**src/rtl/uart_pkg.sv**
```systemverilog
// uart_pkg: shared FSM encoding and constants for uart_tx_arb (TAG states exist only with UART_TX_ARB_ID_PREFIX_EN)
package uart_pkg;
  typedef enum logic [2:0] {
    S_IDLE,
`ifdef UART_TX_ARB_ID_PREFIX_EN
    S_TAG,
    S_TAG_WAIT,
`endif
    S_LOAD,
    S_WAIT,
    S_ACK
  } state_t;
  localparam logic [2:0] BAUD_RST = 3'd4;
  localparam logic [7:0] ID_BASE_DEFAULT = 8'hA0;
  function automatic logic [7:0] tag_byte(logic [7:0] base, logic [7:0] idx);
    return base | idx;
  endfunction
endpackage

```
**src/rtl/uart_tx_arb_if.sv**
```systemverilog
// uart_tx_arb_if: requester, configuration and transmitter signals of uart_tx_arb
interface uart_tx_arb_if #(parameter int NUM_REQ = 4);
  localparam int IW = $clog2(NUM_REQ);
  logic [NUM_REQ-1:0] req;
  logic [8*NUM_REQ-1:0] req_data;
  logic [NUM_REQ-1:0] ack;
  logic [2:0] cfg_baud_set;
  logic [7:0] data_byte;
  logic send_en;
  logic [2:0] baud_set;
  logic tx_done;
  logic uart_state;
  logic busy;
  logic [IW-1:0] grant_id;
  modport master (
    input req, req_data, cfg_baud_set, tx_done, uart_state,
    output ack, data_byte, send_en, baud_set, busy, grant_id
  );
  modport slave (
    output req, req_data, cfg_baud_set, tx_done, uart_state,
    input ack, data_byte, send_en, baud_set, busy, grant_id
  );
endinterface

```
**src/rtl/uart_tx_arb_rr_arbiter.sv**
```systemverilog
// rr_arbiter: combinational round-robin pick, searching upward from last+1 modulo NUM_REQ
module rr_arbiter #(
  parameter int NUM_REQ = 4,
  localparam int IW = $clog2(NUM_REQ)
) (
  input  logic [NUM_REQ-1:0] req,
  input  logic [IW-1:0]      last,
  output logic [NUM_REQ-1:0] gnt,
  output logic [IW-1:0]      idx,
  output logic               vld
);
  // walk offsets from farthest to nearest so the nearest pending requester wins
  always_comb begin
    logic [IW-1:0] c;
    c = '0;
    idx = last;
    for (int k = NUM_REQ; k >= 1; k--) begin
      c = IW'((int'(last) + k) % NUM_REQ);
      idx = req[c] ? c : idx;
    end
    vld = |req;
    gnt = vld ? NUM_REQ'(1) << idx : '0;
  end
endmodule

```
**src/rtl/uart_tx_arb.sv**
```systemverilog
// uart_tx_arb: shares one uart_byte_tx among NUM_REQ requesters; UART_TX_ARB_ID_PREFIX_EN sends a tag byte before each payload
module uart_tx_arb
  import uart_pkg::*;
#(
  parameter int NUM_REQ = 4,
  parameter logic [7:0] ID_BASE = ID_BASE_DEFAULT
) (
  input logic clk,
  input logic reset_n,
  uart_tx_arb_if.master bus
);
  localparam int IW = $clog2(NUM_REQ);
  state_t state;
  logic tx_done_q, tx_rise, gnt_vld;
  logic [NUM_REQ-1:0] gnt, gnt_q;
  logic [IW-1:0] gnt_idx;
  logic [7:0] gnt_byte;
`ifdef UART_TX_ARB_ID_PREFIX_EN
  logic [7:0] payload;
`endif
  if (NUM_REQ < 2 || NUM_REQ > 8 || (ID_BASE & 8'((1 << IW) - 1)) != 8'h00) begin : g_bad_cfg
    $error("uart_tx_arb: NUM_REQ must be 2..8 and ID_BASE must leave the index bits clear");
  end
  rr_arbiter #(.NUM_REQ(NUM_REQ)) u_arb (
    .req(bus.req), .last(bus.grant_id), .gnt(gnt), .idx(gnt_idx), .vld(gnt_vld)
  );
  assign gnt_byte = bus.req_data[8*gnt_idx +: 8];
  assign tx_rise = bus.tx_done & ~tx_done_q;
  // registered copy of tx_done for rising-edge detection
  always_ff @(posedge clk or negedge reset_n)
    if (!reset_n) tx_done_q <= 1'b0;
    else tx_done_q <= bus.tx_done;
  // grant, optional tag, payload launch, completion wait and ack
  always_ff @(posedge clk or negedge reset_n) begin
    if (!reset_n) begin
      state <= S_IDLE;
      bus.data_byte <= 8'h00;
      bus.send_en <= 1'b0;
      bus.ack <= '0;
      bus.busy <= 1'b0;
      bus.baud_set <= BAUD_RST;
      bus.grant_id <= IW'(NUM_REQ - 1);
      gnt_q <= '0;
`ifdef UART_TX_ARB_ID_PREFIX_EN
      payload <= 8'h00;
`endif
    end else begin
      bus.send_en <= 1'b0;
      bus.ack <= '0;
      case (state)
        S_IDLE: if (gnt_vld && !bus.uart_state) begin
          bus.baud_set <= bus.cfg_baud_set;
          bus.grant_id <= gnt_idx;
          gnt_q <= gnt;
          bus.busy <= 1'b1;
          bus.send_en <= 1'b1;
`ifdef UART_TX_ARB_ID_PREFIX_EN
          payload <= gnt_byte;
          bus.data_byte <= tag_byte(ID_BASE, 8'(gnt_idx));
          state <= S_TAG;
`else
          bus.data_byte <= gnt_byte;
          state <= S_LOAD;
`endif
        end
`ifdef UART_TX_ARB_ID_PREFIX_EN
        S_TAG: state <= S_TAG_WAIT;
        S_TAG_WAIT: if (tx_rise) begin
          bus.data_byte <= payload;
          bus.send_en <= 1'b1;
          state <= S_LOAD;
        end
`endif
        S_LOAD: state <= S_WAIT;
        S_WAIT: if (tx_rise) begin
          bus.ack <= gnt_q;
          state <= S_ACK;
        end
        S_ACK: begin
          bus.busy <= 1'b0;
          state <= S_IDLE;
        end
        default: state <= S_IDLE;
      endcase
    end
  end
endmodule

```
**src/flat_wrapper.sv**
```systemverilog
// flat-port wrapper written by rule: the top's interface ports become plain ports
module uart_tx_arb_flat import uart_pkg::*;
#(
  parameter int NUM_REQ = 4,
  parameter logic [7:0] ID_BASE = ID_BASE_DEFAULT
)
  (clk, reset_n, bus_req, bus_req_data, bus_cfg_baud_set, bus_tx_done, bus_uart_state, bus_ack, bus_data_byte, bus_send_en, bus_baud_set, bus_busy, bus_grant_id);
  uart_tx_arb_if #(.NUM_REQ(NUM_REQ)) bus_i ();
  input logic clk;
  input logic reset_n;
  input wire logic [$bits(bus_i.req)-1:0] bus_req;
  input wire logic [$bits(bus_i.req_data)-1:0] bus_req_data;
  input wire logic [$bits(bus_i.cfg_baud_set)-1:0] bus_cfg_baud_set;
  input wire logic [$bits(bus_i.tx_done)-1:0] bus_tx_done;
  input wire logic [$bits(bus_i.uart_state)-1:0] bus_uart_state;
  output wire logic [$bits(bus_i.ack)-1:0] bus_ack;
  output wire logic [$bits(bus_i.data_byte)-1:0] bus_data_byte;
  output wire logic [$bits(bus_i.send_en)-1:0] bus_send_en;
  output wire logic [$bits(bus_i.baud_set)-1:0] bus_baud_set;
  output wire logic [$bits(bus_i.busy)-1:0] bus_busy;
  output wire logic [$bits(bus_i.grant_id)-1:0] bus_grant_id;
  assign bus_i.req = bus_req;
  assign bus_i.req_data = bus_req_data;
  assign bus_i.cfg_baud_set = bus_cfg_baud_set;
  assign bus_i.tx_done = bus_tx_done;
  assign bus_i.uart_state = bus_uart_state;
  assign bus_ack = bus_i.ack;
  assign bus_data_byte = bus_i.data_byte;
  assign bus_send_en = bus_i.send_en;
  assign bus_baud_set = bus_i.baud_set;
  assign bus_busy = bus_i.busy;
  assign bus_grant_id = bus_i.grant_id;
  uart_tx_arb #(.NUM_REQ(NUM_REQ), .ID_BASE(ID_BASE)) u_core (.clk(clk), .reset_n(reset_n), .bus(bus_i));
endmodule
```
**config.mk**
```make
export PLATFORM = sky130hd
export DESIGN_NAME = uart_tx_arb_flat
export DESIGN_NICKNAME = d
export VERILOG_FILES = /design/src/rtl/uart_pkg.sv /design/src/rtl/uart_tx_arb_if.sv /design/src/rtl/uart_tx_arb_rr_arbiter.sv /design/src/rtl/uart_tx_arb.sv /design/src/flat_wrapper.sv
export SDC_FILE = /design/constraint.sdc
export NUM_CORES = 1
export LEC_CHECK = 0
export CORE_MARGIN = 2
export CORE_UTILIZATION = 35
export DETAILED_ROUTE_END_ITERATION = 8
export PLACE_DENSITY_LB_ADDON = 0.3
export SKIP_LAST_GASP = 1
export SYNTH_ARGS = -nofsm -noshare
export SYNTH_HDL_FRONTEND = slang
export SYNTH_HIERARCHICAL = 1
export SYNTH_SLANG_ARGS = --single-unit
export TNS_END_PERCENT = 30
```
**constraint.sdc**
```tcl
create_clock -name clk -period 2.2 [get_ports clk]
set_input_delay 0.44 -clock clk [delete_from_list [all_inputs] [get_ports clk]]
set_output_delay 0.44 -clock clk [all_outputs]
set_load 0.1 [all_outputs]
```
==> flow_summary_export.csv <==
group,metric,value,unit
power,power_density,1490,nW/µm²
route,antenna_left,0,
clock_tree,clockBufferDepth,2,
clock_tree,post_cts_buffers,0,
logic_synthesis,synth_ff_type,"dfrtp_1",
run_status,outcome,"finished clean",
timing,finalSetupViolCount,0,
timing,hold_slack,466,ps
timing,finalCritPeriodShare,0.934,
global_route,gr-total-overflow,0,
logic_synthesis,synth_area,1430,µm²
timing,tightestPinTransition,338,ps
finish,n_antenna_cell,0,
route,vias_per_cell,4.78,
placed_design,dpl-instance-area,2150,µm²
clock_tree,root_buffer,"clkbuf_8",
finish,fin_cells,265,
power,ir_worst_vdd,0.000830,V
floorplanning,ios,62,
route,drc,0,
finish,final_nets,263,
logic_synthesis,ys_warn_count,6,
worst_setup_path,arrival,2230,ps
power,p_leak,1.06,nW
route,routed_wl,3.05,mm
logic_synthesis,synth_enable_flop_cells,0,
global_route,antenna_found_initial,0,
logic_synthesis,synth_cell_types,34,
timing,post-route-min-period,2060,ps
timing,fmax,0.486,GHz
logic_synthesis,yosysTopAreaCellShare,0.403,
logic_synthesis,ys_top_cells_by_area,"dfrtp_1 40%, nand2_1 14%, mux4_2 13%",
route,post_drt_wl_per_cell,11.5,µm
logic_synthesis,syn_area_per_cell,9.98,µm²
timing,hold_viol_final,0,
logic_synthesis,ys_ff_latch,26,
logic_synthesis,yosysSeqAreaShare,0.458,
worst_setup_path,start_kind,"register",
finish,final_cell_area,2220,µm²
floorplanning,die_h,67.9,µm
logic_synthesis,async_reset_ff_frac,1.00,
global_route,grt_pass1_wl,5.26,mm
timing,skew,6.73,ps
timing,slew_viol_final,0,
finish,final_cell_mix,"52 x nand2_1, 42 x clkdlybuf4s50_1, 29 x buf_4, 23 x dfrtp_1, 8 x mux4_2",
logic_synthesis,syn-instance-count,143,
global_route,grt_max_degree,27,
floorplanning,core,3970,µm²
route,dr_total_vias,1267,
finish,area_growth,55.8,%
timing,rsz0062_at_grt,"false",
placed_design,place_congestion,0.717,
worst_hold_path,hold_path_class,"reg -> reg",
floorplanning,initial_utilization,0.359,
route,drt_iter0_drc,36,
logic_synthesis,syn-num-nets,190,
timing,fin_ws,144,ps
clock_tree,cts_max_level,1,
finish,fill_cells,357,
clock_tree,clk_pin_slew,90,ps
placed_design,dp_slack,-124,ps
floorplanning,die-area,4610,µm²
placed_design,dpl.hpwl,2.38,mm
worst_setup_path,critPathMaxFanout,12,
worst_setup_path,end_kind,"register",
logic_synthesis,yosys.area.top_type,"dfrtp_1",
timing,maxSlewHeadroom,0.774,
clock_tree,post_cts_resized,0,
clock_tree,ctsHoldBuffers,0,
clock_tree,cts-buffers-inserted,3,
worst_setup_path,path_class,"reg -> reg",
power,p_total,3.32,mW
floorplanning,fp.dieW,67.9,µm
floorplanning,rows,23,
placed_design,io_buffer_count,61,
route,dr.pass1.iters,4,
clock_tree,cts_tree,"yes",
job,maxCapViolCount,0,
clock_tree,clk_latency,270,ps
global_route,track_usage,0.150,
worst_setup_path,cp.required,2370,ps
placed_design,dp_cells,261,
clock_tree,cts_sinks,26,
finish,layout-drive-gt1-share,0.237,
global_route,grt_pass1_vias,1171,
finish,final_common_cell,"nand2_1",
## state kept, by name (all words and copies together) (netlist names)
name / flops
u_core/bus.data_byte: 8
u_core/bus.grant_id: 2
u_core/bus.baud_set: 3
u_core/bus.send_en: 1
u_core/bus.busy: 1
u_core/tx_done_q: 1
u_core/state: 2
u_core/gnt_q: 4
u_core/bus.ack: 4
## path summary, 6_finish.rpt
path	from	to	slack [ps]	cells after the start
max	u_core/bus.grant_id[1]	u_core/bus.data_byte[4]	140	7
min	u_core/bus.baud_set[2]	u_core/bus.baud_set[2]	470	2
max reg2reg	u_core/bus.grant_id[1]	u_core/bus.data_byte[4]	140	7
min reg2reg	u_core/bus.baud_set[2]	u_core/bus.baud_set[2]	470	2
max in group asynchronous	reset_n	u_core/bus.grant_id[0]	1370	2
min in group asynchronous	reset_n	u_core/gnt_q[1]	540	2
## synth_stat cells, types with 2 or more instances
master and n:
dfrtp_1 23, nor2b_1 2, mux4_2 8, buf_6 3, ha_1 4, o21ai_0 5
nand2b_1 3, nand2_1 52, dfstp_2 3, a21oi_1 5, and2_1 4, inv_1 6
nor2_1 4
## metal layers
metal / global-route usage / vias to the layer above / wire [µm]
li1: - / 628 / -
met1: 0.203 / 580 / 1330
met2: 0.238 / 56 / 1420
met3: 0.0526 / 3 / 284
met4: 0.0225 / 0 / 16
met5: 0 / - / 0
## stage by stage
stage	utilization	TNS, ps
6_report	0.560	0
5_1_grt	0.560	0
4_1_cts	0.560	0
3_5_place_dp	0.542	-1010
3_3_place_gp	0.542	-576
2_1_floorplan	-	0
## kinds of logic after synthesis
kind of cell | synth area share
multiplexers | 0.141
buffers and inverters | 0.0535
AND/OR/NAND/NOR | 0.217
AO/OA/AOI/OAI | 0.0947
adder cells (fa/ha/maj) | 0.0351
flip-flops | 0.458
## cell type report
| class | instances | area, µm² | area share |
|---|---|---|---|
| Timing Repair Buffer | 74 | 698 | 0.314 |
| Tap cell | 50 | 62.6 | 0.0281 |
| Inverter | 7 | 26.3 | 0.0118 |
| Clock buffer | 3 | 41.3 | 0.0186 |
| Sequential cell | 26 | 662 | 0.298 |
| Multi-Input combinational cell | 104 | 704 | 0.317 |
| Clock inverter | 1 | 30.0 | 0.0135 |
## report_power, final
part	internal [mW]	switching (mW)	leakage (nW)	total [mW]
combinational	0.674	1.41	0.702	2.08
sequential	0.695	0.160	0.327	0.855
clock	0.243	0.145	0.0357	0.388
total	1.61	1.71	1.06	3.32
## worst max-delay path: stages, from the launching register on
cell and delay, ps:
dfstp_4 710, nor2b_1 200, o21ai_0 120, o311ai_2 120, buf_12 190, mux4_2 500, nand2_1 80, nand2_1 40
Power figures use the tool's default switching activity.
